`config.mk`:
```
export PLATFORM = sky130hd
export DESIGN_NAME = reset_sequencer
export DESIGN_NICKNAME = d
export VERILOG_FILES = /design/src/rtl/reset_sequencer.sv
export SDC_FILE = /design/constraint.sdc
export NUM_CORES = 1
export LEC_CHECK = 0
export ABC_AREA = 1
export BUFFER_PORTS_ARGS = -buffer_cell sky130_fd_sc_hd__buf_2
export CORE_ASPECT_RATIO = 1.4
export CORE_UTILIZATION = 40
export DETAILED_ROUTE_END_ITERATION = 12
export GPL_TIMING_DRIVEN = 0
export PLACE_DENSITY = 0.55
export SYNTH_ARGS = -nofsm -noshare
export SYNTH_HDL_FRONTEND = slang
export SYNTH_SLANG_ARGS = --single-unit
```
`constraint.sdc`:
```
create_clock -name clock -period 1.9 [get_ports clock]
set_input_delay 0.095 -clock clock [delete_from_list [all_inputs] [get_ports clock]]
set_output_delay 0.095 -clock clock [all_outputs]
set_load 0.05 [all_outputs]
```
`src/rtl/reset_sequencer.sv`:
```
// Reset sequencer: synchronizes rstN release, stretches sync_reset for HOLD_CYCLES and
// services software reset requests. Define RST_WATCHDOG_EN to build the watchdog.
module reset_sequencer #(
  parameter int SYNC_STAGES = 2,
  parameter int HOLD_CYCLES = 16,
  parameter int CNT_W       = 8,
  parameter int WDT_CYCLES  = 200
) (
  input  logic       clock,
  input  logic       rstN,
  input  logic       sw_reset_req,
  input  logic       wdt_kick,
  output logic       sync_reset,
  output logic       reset_done,
  output logic       sw_reset_ack,
  output logic [1:0] reset_cause
);

  typedef enum logic [1:0] {
    SYNC = 2'b00,
    HOLD = 2'b01,
    RUN  = 2'b10
  } state_t;

  localparam logic [1:0] CAUSE_POR = 2'b00;
  localparam logic [1:0] CAUSE_SW  = 2'b01;
  localparam logic [1:0] CAUSE_WDT = 2'b10;

  // Software/watchdog holds last one extra cycle so the request cycle itself is
  // covered: downstream sees HOLD_CYCLES+1 cycles of reset.
  localparam logic [CNT_W-1:0] HOLD_POR_LAST  = CNT_W'(HOLD_CYCLES - 1);
  localparam logic [CNT_W-1:0] HOLD_SOFT_LAST = CNT_W'(HOLD_CYCLES);

  state_t           state, state_nxt;
  logic [CNT_W-1:0] cnt, cnt_nxt;
  logic [1:0]       cause_nxt;
  logic             ack_nxt;
  logic [SYNC_STAGES-1:0] sync_q;
  logic             rel;
  logic             req_q;
  logic             sw_edge;
  logic             wdt_exp;
  logic [CNT_W-1:0] hold_last;

  // Release synchronizer
  always_ff @(posedge clock or negedge rstN) begin
    if (!rstN) begin
      sync_q <= '0;
    end else begin
      sync_q <= {sync_q[SYNC_STAGES-2:0], 1'b1};
    end
  end

  assign rel = sync_q[SYNC_STAGES-1];

  always_ff @(posedge clock or negedge rstN) begin
    if (!rstN) begin
      req_q <= 1'b0;
    end else begin
      req_q <= sw_reset_req;
    end
  end

  assign sw_edge = sw_reset_req & ~req_q;

`ifdef RST_WATCHDOG_EN
  localparam logic [CNT_W-1:0] WDT_LAST = CNT_W'(WDT_CYCLES - 1);

  logic [CNT_W-1:0] wdt_cnt, wdt_cnt_nxt;

  always_comb begin
    wdt_cnt_nxt = '0;
    wdt_exp     = 1'b0;
    if (state == RUN && !wdt_kick) begin
      if (wdt_cnt == WDT_LAST) begin
        wdt_exp = 1'b1;
      end else begin
        wdt_cnt_nxt = wdt_cnt + CNT_W'(1);
      end
    end
  end

  always_ff @(posedge clock or negedge rstN) begin
    if (!rstN) begin
      wdt_cnt <= '0;
    end else begin
      wdt_cnt <= wdt_cnt_nxt;
    end
  end
`else
  logic wdt_kick_unused;
  assign wdt_kick_unused = wdt_kick;
  assign wdt_exp         = 1'b0;
`endif

  assign hold_last = (reset_cause == CAUSE_POR) ? HOLD_POR_LAST : HOLD_SOFT_LAST;

  always_comb begin
    state_nxt = state;
    cnt_nxt   = cnt;
    cause_nxt = reset_cause;
    ack_nxt   = 1'b0;
    case (state)
      SYNC: begin
        cnt_nxt = '0;
        if (rel) state_nxt = HOLD;
      end
      HOLD: begin
        if (cnt == hold_last) begin
          state_nxt = RUN;
          cnt_nxt   = '0;
        end else begin
          cnt_nxt = cnt + CNT_W'(1);
        end
      end
      RUN: begin
        cnt_nxt = '0;
        // Software request takes priority over a same-edge watchdog expiry
        if (sw_edge) begin
          state_nxt = HOLD;
          cause_nxt = CAUSE_SW;
          ack_nxt   = 1'b1;
        end else if (wdt_exp) begin
          state_nxt = HOLD;
          cause_nxt = CAUSE_WDT;
        end
      end
      default: begin
        state_nxt = SYNC;
        cnt_nxt   = '0;
      end
    endcase
  end

  // State and registered outputs
  always_ff @(posedge clock or negedge rstN) begin
    if (!rstN) begin
      state        <= SYNC;
      cnt          <= '0;
      sync_reset   <= 1'b1;
      reset_done   <= 1'b0;
      sw_reset_ack <= 1'b0;
      reset_cause  <= CAUSE_POR;
    end else begin
      state        <= state_nxt;
      cnt          <= cnt_nxt;
      sync_reset   <= (state_nxt != RUN);
      reset_done   <= (state_nxt == RUN);
      sw_reset_ack <= ack_nxt;
      reset_cause  <= cause_nxt;
    end
  end

endmodule

```
Word-level counts from Yosys, hierarchy flattened
Index checks and enable logic that the tools add are counted.
- add/subtract/negate cells: 1
- equality and inequality tests: 5
- muxes and demuxes: 9
- bitwise operators: 2
- reduce and logical (&&, ||, !) cells: 3
- operators with widths (operator ; count):
    $mux W8 ; 2
    $add A8 B1 Y8 const B ; 1
    $eq A8 B5 Y1 ; 1
    $mux W2 ; 3
    $pmux W2 S3 ; 1
    $mux W5 ; 1
    $eq A2 B2 Y1 const B ; 2
    $logic_not A2 Y1 ; 2
    $eq A2 B1 Y1 const B ; 1
    $mux W1 ; 2
    $ne A2 B2 Y1 const B ; 1
    $reduce_and A2 Y1 ; 1
    $and A1 B1 Y1 ; 1
    $not A1 Y1 ; 1
- register bits: 17
- input port bits: 4
- output and inout port bits: 5
- word-level logic and storage cells: 28

Logic depth before layout (Yosys ltp)
Gate-level depths: netlist of the first run.
- depth after elaboration: 6
- mapped depth: 7

Worst setup path after synthesis of the first run
OpenSTA, ideal clock, no wires.
- kind: register to register
- from: reg reset_cause[0]
- to: reg cnt[4]
- library setup time: 121 ps
- data arrival time: 1246 ps
- data required time: 1779 ps
- path slack: 533 ps
- stages on the path, launching flop included: 8
- period minus slack after synthesis: 1367 ps
- path through: dfrtp_1 inv_1 nand2_1 nand2_1 nor2_1 nand2_2 nand2_2 nor2_1
- cells in the longest elaborated chain, start to end: 5
- RTL lines (what ; line ; RTL):
    start, declared ; 16 ; output logic [1:0] reset_cause
    start signal, assigned ; 150 ; reset_cause <= cause_nxt;
    $logic_not A2 Y1 ; 96 ; assign hold_last = (reset_cause == CAUSE_POR) ? HOLD_POR_LAST : HOLD_SOFT_LAST;
    $mux W5 ; 96 ;
    $eq A8 B5 Y1 ; 109 ; if (cnt == hold_last) begin
    $mux W8 ; 109 ;
    $mux W8 ; 103 ; case (state)
    via cnt_nxt[4] ; 35 ; logic [CNT_W-1:0] cnt, cnt_nxt;
    end signal, assigned ; 146 ; cnt <= cnt_nxt;
    end, declared ; 35 ;
The timed path passes the listed nets, and every way through them passes these cells.
A chain may end at the register's enable or synchronous reset.

Worst setup path after layout of the first run
- from: reg cnt[0]
- to: reg cnt[6]
- cells in the longest elaborated chain, start to end: 3
- RTL lines (what ; line):
    $add A8 B1 Y8 / $eq A8 B5 Y1 (equally long branches) ; 113, 109
    $mux W8 * ; 109
    $mux W8 * ; 103
    via cnt_nxt[6] ; 35
Mark *: on every way through the listed nets, which the timed path passes. The rest lies on a longest branch.

==> results by group, run 1 <==
Logic synthesis
  – Async SR Flop Fraction: 100.0%
  – Share of the yosys chip area belonging to registers: 56.93%
  – Synth warnings: 0
  – Main flop type after synthesis: dfrtp_1
  – Post-Syn Area per Cell: 8.615 µm²
  – EDFF count, synth: 0
  – Syn nets: 92
  – Post-synthesis cell area: 749.5 µm²
  – FF+latch count, synth: 17
  – Synth cell types: 18
  – Syn Inst Count: 87

Clock tree
  – Clk buf depth: 2
  – CTS Root Buffer Type: clkbuf_4
  – TritonCTS Buffers: 3
  – Clk slew on worst S/H paths: 0.09 ns
  – # H-tree levels: 1
  – CTS Sinks: 17
  – Clock latency on the worst-skew pair: 0.28 ns
  – CTS tree: built

STA
  – Post-route clock period utilization: 63.30%
  – Finish-stage setup viols: 0
  – Hold Fails Final Rpt: 0
  – Max Slew Vio Count: 0
  – Worst clock skew: 0.0008933 ns
  – Post-route setup TNS: 0 ns
  – Period minus WS final: 1.203 ns
  – Maximum clock rate: 831.4 MHz
  – RSZ-0062 raised after global routing: no

Die
  – Die area: 0.002053 mm²
  – Starting density of the core: 42.66%
  – # IOs: 9
  – Core ar.: 0.001757 mm²
  – Die width: 38.59 µm
  – Num rows: 18
  – Die Y: 53.22 µm

Power
  – Pwr Density: 1117 mW/mm²
  – Int Pwr: 0.0006070 W
  – Switch Pwr: 0.0003435 W
  – Seq pwr share: 50.6%
  – Switch share: 36.14%
  – Leakage power: 0.4637 nW
  – Comb power frac: 29.8%
  – Clock Power Share: 19.7%
  – Peak supply drop: 0.4698 mV

Global route
  – Number of global-route vias before repair: 509
  – Grt ovf: 0
  – Largest net degree at the start of global routing: 18
  – Antenna violations before repair: 0
  – Tot GR Track Use: 15.42%
  – First-pass GRT wire length: 2.111 mm

Critical path
  – Reg-to-Reg Start: cnt[0]$_DFF_PN0_
  – Startpoint types: register
  – Delay-heaviest family, CP: flip-flops
  – Register-to-Register Path Depth: 6
  – CP Capture Type: register
  – Crit-path max FO: 4
  – Worst endpoint data arrival time: 1.38 ns
  – CP peak stage delay: 0.43 ns
  – Reg2reg end: cnt[6]$_DFF_PN0_
  – Buf/Inv on CP: 0
  – Worst R2R Setup Slack: 0.70 ns
  – CP max-delay cell: dfrtp_1
  – Critical Path RT: 2.08 ns
  – Critical path, cell by cell: ha_1 -> nand2_1 -> nor2_1 -> nand2_1 -> xor2_1 -> nor2_1
  – Worst setup path category: register to register
  – Crit path launch: cnt[0]$_DFF_PN0_

Route
  – Vias per cell: 4.613
  – DR vias: 549
  – # DRC: 0
  – DR iter-0 viols: 8
  – Final WL: 1.267 mm
  – Routed length per instance: 10.65 µm
  – Drt pass-1 iters: 4
  – Post-DRT Antenna Nets: 0

Layout
  – Reg area: 426.7 µm²
  – Most common cell after layout, fill and taps aside: nand2_1
  – Share of layout cells above drive strength 1: 19.19%
  – Antenna diodes: 0
  – Final Cell Area: 850.8 µm²
  – Layout area overhead: 13.52%
  – Nets@finish: 105
  – Fill count: 169
  – Commonest cells after routing, fill and taps aside: nand2_1, nor2_1, dfrtp_1, inv_1, buf_2
  – Area of the multi-input gates: 270.3 µm²

Placement
  – Gpl congestion: 0.7123
  – Post-DP HPWL: 946.2 µm
  – DP Area: 804.5 µm²
  – PortBufs: 6

Status
  – Status: finished clean

Min path
  – Min-Delay Path Class: primary input to asynchronous set/reset pin

Job
  – Max-cap check violation count: 0
-- repair_timing --
item	4_1_cts	5_1_grt
hold buffers	2	0
gates resized for setup	0	0
setup buffers	0	0
hold endpoints to repair	17	0
-- worst max-delay path by stage --
stage / end / slack, ns / depth (start not counted)
final: cnt[6]$_DFF_PN0_ / 0.70 / 6
after global routing: cnt[6]$_DFF_PN0_ / 0.55 / 6
after CTS: cnt[6]$_DFF_PN0_ / 0.69 / 6
after detailed placement: cnt[6]$_DFF_PN0_ / 0.70 / 6
after global placement: cnt[6]$_DFF_PN0_ / 0.72 / 6
after floorplan: cnt[4]$_DFF_PN0_ / 0.53 / 7
-- synthesized netlist by cell type, types with 2 or more instances --
library cell	number	area share, %
conb_1	2	1.0
nor2_1	17	8.5
o21ai_0	3	2.0
nand2_2	5	4.2
xor2_1	2	2.3
dfrtp_1	16	53
inv_1	11	5.5
nand2_1	19	9.5
nand3_1	3	2.0
-- power groups by stage --
stage	sequential [W]	clock, W	combinational (W)
final	0.000481	0.000187	0.000283
after global placement	0.000486	0	0.000275
after CTS	0.000481	0.000197	0.000287
after detailed placement	0.000489	0	0.000282
after global routing	0.000493	0.000212	0.000328
after floorplan	0.000491	0	0.000209
-- metrics by stage --
stage	power, W	worst slack [ns]	instances	hold slack (ns)	utilization, %
after global placement	0.0007610	0.7235	113	0.03760	45.80
final	0.0009505	0.6972	119	0.2544	48.43
after floorplan	0.0007005	0.5327	87	-0.2006	-
after CTS	0.0009658	0.6856	119	0.2657	48.43
after global routing	0.001033	0.5530	119	0.2886	48.43
after detailed placement	0.0007708	0.6962	113	0.04606	45.80
-- flip-flops by register name, summed over array words and instances (netlist names) --
name and cells:
cnt 8, reset_done 1, reset_cause 1, req_q 1, sw_reset_ack 1, state 2
sync_reset 1, sync_q 2
-- area by class of cell --
class,instances,share of cell area (%)
Buffer,1,0.8824
Clock buffer,4,3.088
Inverter,12,5.294
Multi-Input combinational cell,57,31.76
Sequential cell,17,50.15
Tap cell,20,2.941
Timing Repair Buffer,8,5.882
-- worst reg2reg max path, stage by stage (launching register included) --
cell     delay (ns)
dfrtp_1        0.43
ha_1           0.24
nand2_1        0.11
nor2_1         0.05
nand2_1        0.07
xor2_1         0.14
nor2_1         0.06
-- kinds of logic (layout without fill, tap and decap cells) --
| group | Yosys count | after routing | share of synthesized area (%) |
|---|---|---|---|
| AO/OA/AOI/OAI | 4 | 4 | 2.670 |
| XOR/XNOR | 3 | 3 | 3.506 |
| other | 2 | 2 | 1.002 |
| buffers and inverters | 13 | 25 | 7.012 |
| adder cells (fa/ha/maj) | 1 | 1 | 1.669 |
| AND/OR/NAND/NOR | 47 | 47 | 27.21 |
| flip-flops | 17 | 17 | 56.93 |
-- layer usage --
layer | vias up | track usage, % | share of wire (%)
met5 | - | 0 | 0
met1 | 250 | 19.35 | 45
met3 | 4 | 3.782 | 4.0
met2 | 13 | 22.78 | 48
li1 | 282 | - | -
met4 | 0 | 10.34 | 2.2
Note: power is estimated with default switching activity, not from simulation.
==> run 2, diff against run 1 <==
--- a/config.mk
+++ b/config.mk
@@ -11,7 +11,7 @@
 export CORE_UTILIZATION = 40
 export DETAILED_ROUTE_END_ITERATION = 12
 export GPL_TIMING_DRIVEN = 0
-export PLACE_DENSITY = 0.55
+export PLACE_DENSITY = 0.58
 export SYNTH_ARGS = -nofsm -noshare
 export SYNTH_HDL_FRONTEND = slang
 export SYNTH_SLANG_ARGS = --single-unit
==> constraint.sdc (replaced) <==
create_clock -name clock -period 1 [get_ports clock]
set_input_delay 0.05 -clock clock [delete_from_list [all_inputs] [get_ports clock]]
set_output_delay 0.05 -clock clock [all_outputs]
set_load 0.05 [all_outputs]
==> run 2 against run 1 <==
Net effect:
- the run now ends with negative setup slack left
- via count up 3.5%
- hold slack got worse by 0.042 ns
- count of clock-buffer cells in the layout unchanged
- sequential share of layout area fell by 4.2 points
- largest cell class unchanged
- highest routed layer unchanged
==> results by group, run 2 (synthesis results as in run 1) <==
Die
  – Starting density of the core: 42.66% (unchanged)
  – Num rows: 18 (unchanged)
  – Die area: 0.002053 mm² (unchanged)
  – # IOs: 9 (unchanged)
  – Die width: 38.59 µm (unchanged)
  – Core ar.: 0.001757 mm² (unchanged)
  – Die Y: 53.22 µm (unchanged)

Clock tree
  – CTS Sinks: 17 (unchanged)
  – Clock latency on the worst-skew pair: 0.28 ns (about the same)
  – # H-tree levels: 1 (unchanged)
  – Clk buf depth: 2 (unchanged)
  – CTS Root Buffer Type: clkbuf_4
  – CTS tree: built
  – TritonCTS Buffers: 3 (unchanged)
  – Clk slew on worst S/H paths: 0.09 ns (about the same)

Critical path
  – Critical path, cell by cell: nand2_2 -> nor2_2 -> nand2_1 -> nand2_2 -> nand2_2 -> nand2_4 -> nand2_2
  – CP Capture Type: register
  – Startpoint types: register
  – CP peak stage delay: 0.42 ns (about the same)
  – Buf/Inv on CP: 0 (unchanged)
  – Worst endpoint data arrival time: 1.28 ns (-0.10 ns)
  – Top cell by count, worst path: nand2_2
  – Crit-path max FO: 5 (+1)
  – Delay-heaviest family, CP: simple AND/OR/NAND/NOR gates
  – CP max-delay cell: dfrtp_2
  – Critical Path RT: 1.17 ns (-0.91 ns)
  – Worst setup path category: register to register

Layout
  – Antenna diodes: 0 (unchanged)
  – Commonest cells after routing, fill and taps aside: nand2_1, dfrtp_1, nor2_1, inv_1, nor2_2
  – Layout area overhead: 25.04%
  – Share of layout cells above drive strength 1: 34.31% (+15 points)
  – Max FFs per register: 8 (unchanged)
  – Biggest register: cnt
  – Fill count: 176 (+4.1%)
  – Final Cell Area: 937.1 µm² (+10%)
  – Largest regs: cnt (8), state (2), sync_q (2)
  – Most common cell after layout, fill and taps aside: nand2_1
  – Nets@finish: 108 (+2.9%)

Route
  – Routed length per instance: 10.83 µm (+1.7%)
  – Drt pass-1 iters: 2 (-2)
  – # DRC: 0 (unchanged)
  – Final WL: 1.321 mm (+4.3%)
  – Vias per cell: 4.656 (+0.92%)
  – DR iter-0 viols: 4 (-4)
  – Post-DRT Antenna Nets: 0 (unchanged)
  – DR vias: 568 (+3.5%)

Placement
  – DP Area: 813.3 µm² (+1.1%)
  – PortBufs: 6 (unchanged)
  – Gpl congestion: 0.7584 (+6.5%)
  – Post-DP HPWL: 933.2 µm (-1.4%)

STA
  – Maximum clock rate: 903.6 MHz (+8.7%)
  – Worst clock skew: 0.001447 ns (+0.0005539 ns)
  – Post-route setup TNS: -0.6630 ns (-0.6630 ns)
  – Finish-stage setup viols: 11 (+11)
  – Post-route clock period utilization: 110.7% (+47 points)
  – Hold Fails Final Rpt: 0 (unchanged)
  – Post-route setup slack: -0.1067 ns (-0.8039 ns)
  – Max Slew Vio Count: 0 (unchanged)
  – Final hold slack: 0.2123 ns (-0.04209 ns)
  – Period minus WS final: 1.107 ns (-0.09608 ns)
  – RSZ-0062 raised after global routing: yes

Status
  – Status: finished, violations left
  – Failing checks: negative setup slack

Power
  – Peak supply drop: 1.105 mV (+140%)
  – Leakage power: 0.4919 nW (+6.1%)
  – Pwr Density: 2198 mW/mm² (+97%)

Global route
  – Antenna violations before repair: 0 (unchanged)
  – First-pass GRT wire length: 2.249 mm (+6.5%)
  – Largest net degree at the start of global routing: 18 (unchanged)
  – Number of global-route vias before repair: 585 (+15%)
  – Tot GR Track Use: 15.64% (+0.21 points)
  – Grt ovf: 0 (unchanged)

Min path
  – Min-Delay Path Class: primary input to asynchronous set/reset pin

Job
  – Max-cap check violation count: 0 (unchanged)
## run 2: changes by cell type in the layout (fill, tap and decap cells not counted), moves of 2 or more
cell	delta
buf_4	+4
nand2_4	+2
nand2_1	-2
nor2_1	-6
buf_2	-2
dfrtp_2	+3
dfrtp_1	-3
nor2_2	+5
## run 2: layout make-up
cell class	instances	area, µm²	share of cell area, %
Buffer	1	7.507	0.8011
Inverter	12	45.04	4.806
Clock buffer	4	26.28	2.804
Multi-Input combinational cell	57	317.8	33.91
Sequential cell	17	430.4	45.93
Tap cell	20	25.02	2.670
Timing Repair Buffer	11	85.08	9.079
## run 2: metrics by stage
step	setup WS (ns)	total power, W	util, %	cells
floorplan	-0.1275	0.001346	-	87
global placement	-0.1261	0.001466	46.30	113
detailed placement	-0.1381	0.001489	46.30	113
CTS	-0.1424	0.001883	49.86	119
global route	-0.1771	0.002223	53.35	122
finish	-0.1067	0.002060	53.35	122
## run 2: what timing repair did
| item | CTS | global route |
|---|---|---|
| hold buffers | 2 | 0 |
| resized for setup | 5 | 12 |
| hold endpoints to repair | 18 | 0 |
| setup endpoints to repair | 13 | 14 |
| pin swaps | 1 | 3 |
| setup buffers | 0 | 3 |
## run 2: final timing paths
path / start / end / slack (ns) / cells past startpoint
max in group asynchronous: rstN / sync_reset$_DFF_PN1_ / 0.48 / 2
min in group clock: sync_q[0]$_DFF_PN0_ / sync_q[1]$_DFF_PN0_ / 0.36 / 0
max reg2reg: cnt[0]$_DFF_PN0_ / state[0]$_DFF_PN0_ / -0.11 / 7
max: cnt[0]$_DFF_PN0_ / state[0]$_DFF_PN0_ / -0.11 / 7
min: rstN / sw_reset_ack$_DFF_PN0_ / 0.21 / 2
min reg2reg: sync_q[0]$_DFF_PN0_ / sync_q[1]$_DFF_PN0_ / 0.36 / 0
## run 2: routing by layer
layer	global-route usage, %	vias to the layer above	part of all wire [%]
li1	-	290	-
met1	18.13	270	45
met2	26.67	6	50
met3	1.681	2	3.0
met4	9.195	0	1.4
met5	0	-	0
## run 2: power by group
| part | internal [W] | switching, W |
|---|---|---|
| Sequential | 0.000821 | 0.000128 |
| Combinational | 0.000325 | 0.000436 |
| Clock | 0.000154 | 0.000196 |
==> run 3, diff against run 2 <==
--- a/config.mk
+++ b/config.mk
@@ -11,7 +11,7 @@
 export CORE_UTILIZATION = 40
 export DETAILED_ROUTE_END_ITERATION = 12
 export GPL_TIMING_DRIVEN = 0
-export PLACE_DENSITY = 0.58
+export REMOVE_ABC_BUFFERS = 1
 export SYNTH_ARGS = -nofsm -noshare
 export SYNTH_HDL_FRONTEND = slang
 export SYNTH_SLANG_ARGS = --single-unit
==> run 3 against run 2 <==
Net effect:
- the flow still finishes with violations (negative setup slack)
- cell area grew 0.67%
- flip-flop and latch count is the same
- sequential power shrank 1%
- worst setup slack lost 0.043 ns
- maximum frequency shrank 3.7%
- non-clock buffer count is the same
- critical endpoint is now cnt[6]$_DFF_PN0_
==> results by group, run 3 (synthesis results as in run 1) <==
Job
  – Max-cap check violation count: 0 (unchanged)

Clock tree
  – CTS Sinks: 17 (unchanged)
  – CTS Root Buffer Type: clkbuf_4
  – # H-tree levels: 1 (unchanged)
  – Clk buf depth: 2 (unchanged)
  – TritonCTS Buffers: 3 (unchanged)
  – Clk slew on worst S/H paths: 0.10 ns (about the same)
  – Clock latency on the worst-skew pair: 0.30 ns (+0.02 ns)
  – CTS tree: built

Power
  – Pwr Density: 2163 mW/mm² (-1.6%)
  – Peak supply drop: 1.075 mV (-2.7%)
  – Total power: 0.002040 W (-0.95%)
  – Leakage power: 0.4830 nW (-1.8%)

Route
  – DR vias: 581 (+2.3%)
  – Drt pass-1 iters: 4 (+2)
  – Post-DRT Antenna Nets: 0 (unchanged)
  – DR iter-0 viols: 3 (-1)
  – Final WL: 1.361 mm (+3.0%)
  – Routed length per instance: 11.16 µm (+3.0%)
  – # DRC: 0 (unchanged)
  – Vias per cell: 4.762 (+2.3%)

Global route
  – Number of global-route vias before repair: 550 (-6.0%)
  – Largest net degree at the start of global routing: 18 (unchanged)
  – Antenna violations before repair: 0 (unchanged)
  – First-pass GRT wire length: 2.152 mm (-4.3%)
  – Grt ovf: 0 (unchanged)
  – Tot GR Track Use: 16.47% (+0.83 points)

Die
  – Die Y: 53.22 µm (unchanged)
  – # IOs: 9 (unchanged)
  – Starting density of the core: 42.66% (unchanged)
  – Die width: 38.59 µm (unchanged)
  – Num rows: 18 (unchanged)
  – Core ar.: 0.001757 mm² (unchanged)
  – Die area: 0.002053 mm² (unchanged)

Placement
  – DP Area: 797.0 µm² (-2.0%)
  – Post-DP HPWL: 937.7 µm (+0.48%)
  – PortBufs: 6 (unchanged)
  – Gpl congestion: 0.7763 (+2.4%)
  – Cells after DPL: 112 (-0.88%)

STA
  – Maximum clock rate: 869.8 MHz (-3.7%)
  – Period minus WS final: 1.150 ns (+0.04303 ns)
  – Finish-stage setup viols: 12 (+1)
  – Post-route setup slack: -0.1497 ns (-0.04303 ns)
  – Max Slew Vio Count: 0 (unchanged)
  – RSZ-0062 raised after global routing: yes
  – Hold Fails Final Rpt: 0 (unchanged)
  – Post-route clock period utilization: 115.0% (+4.3 points)
  – Post-route setup TNS: -1.004 ns (-0.3410 ns)
  – Worst clock skew: 0.01135 ns (+0.009899 ns)

Layout
  – Final design utilization: 53.70% (+0.36 points)
  – Antenna diodes: 0 (unchanged)
  – Fill count: 172 (-2.3%)
  – Cell Count, Final, Fillers Out: 122 (unchanged)
  – Layout area overhead: 25.88%
  – Reg area: 427.9 µm² (-0.58%)
  – Nets@finish: 108 (unchanged)
  – Most common cell after layout, fill and taps aside: dfrtp_1
  – Share of layout cells above drive strength 1: 35.29% (+0.98 points)
  – Biggest register: cnt
  – Max FFs per register: 8 (unchanged)
  – Largest regs: cnt (8), state (2), sync_q (2)
  – Commonest cells after routing, fill and taps aside: dfrtp_1, nand2_1, nor2_1, nand2_2, inv_1
  – Final Cell Area: 943.4 µm² (+0.67%)
  – Area of the multi-input gates: 322.8 µm² (+1.6%)

Critical path
  – CP max-delay cell: dfrtp_2
  – Critical Path RT: 1.20 ns (+0.03 ns)
  – Startpoint types: register
  – CP Capture Type: register
  – Crit-path max FO: 4 (-1)
  – Top cell by count, worst path: nor2_1
  – Worst endpoint data arrival time: 1.35 ns (+0.07 ns)
  – CP peak stage delay: 0.44 ns (+0.02 ns)
  – Critical path, cell by cell: ha_2 -> nand2_2 -> nor2_1 -> nand2_1 -> xor2_1 -> nor2_1
  – Worst setup path category: register to register

Min path
  – Min-Delay Path Class: primary input to asynchronous set/reset pin

Status
  – Failing checks: negative setup slack
  – Status: finished, violations left
[run 3: repair_timing]
| item | in CTS | in global routing |
|---|---|---|
| hold endpoints to repair | 18 | 0 |
| hold buffers | 2 | 0 |
| pin swaps | 2 | 7 |
| endpoints found under the setup margin | 14 | 13 |
| gates resized for setup | 10 | 14 |
| buffers inserted | 2 | 2 |
[run 3: cell type report]
type,instances,share of cell area (%)
Inverter,12,4.775
Clock buffer,4,2.785
Timing Repair Buffer,12,10.21
Sequential cell,17,45.36
Tap cell,20,2.653
Multi-Input combinational cell,57,34.22
[run 3: final timing paths]
check	startpoint	endpoint	slack [ns]	cells past startpoint
setup / recovery	cnt[0]$_DFF_PN0_	cnt[6]$_DFF_PN0_	-0.15	6
hold / removal	rstN	cnt[6]$_DFF_PN0_	0.19	2
setup reg to reg	cnt[0]$_DFF_PN0_	cnt[6]$_DFF_PN0_	-0.15	6
max in group asynchronous	rstN	sync_reset$_DFF_PN1_	0.50	2
min in group clock	sync_q[0]$_DFF_PN0_	sync_q[1]$_DFF_PN0_	0.36	0
hold reg to reg	sync_q[0]$_DFF_PN0_	sync_q[1]$_DFF_PN0_	0.36	0
[run 3: per-stage QoR]
stage	setup slack, ns	hold slack (ns)
2_1_floorplan	-0.3673	-0.2456
3_3_place_gp	-0.1760	-0.01348
3_5_place_dp	-0.1932	-0.006655
4_1_cts	-0.1493	0.1826
5_1_grt	-0.2257	0.2357
6_report	-0.1497	0.1898
[run 3: power breakdown]
part           total (W)  leakage (nW)  internal, W  switching, W
registers       0.000935         0.210     0.000817      0.000119
clock network   0.000366        0.0150     0.000155      0.000211
logic           0.000739         0.258     0.000294      0.000445
total            0.00204         0.483      0.00127      0.000774
[run 3: worst max-delay path: cells and delay by family, from the launching register on]
kind / cells / cell delay [ns]
XOR/XNOR: 1 / 0.16
flip-flops: 1 / 0.44
adder cells (fa/ha/maj): 1 / 0.20
AND/OR/NAND/NOR: 4 / 0.26
[run 3: metal layers]
metal | part of all wire (%) | track usage [%]
met5 | 0 | 0
met3 | 2.6 | 4.202
met2 | 53 | 26.67
met4 | 4.2 | 15.52
met1 | 40 | 16.11
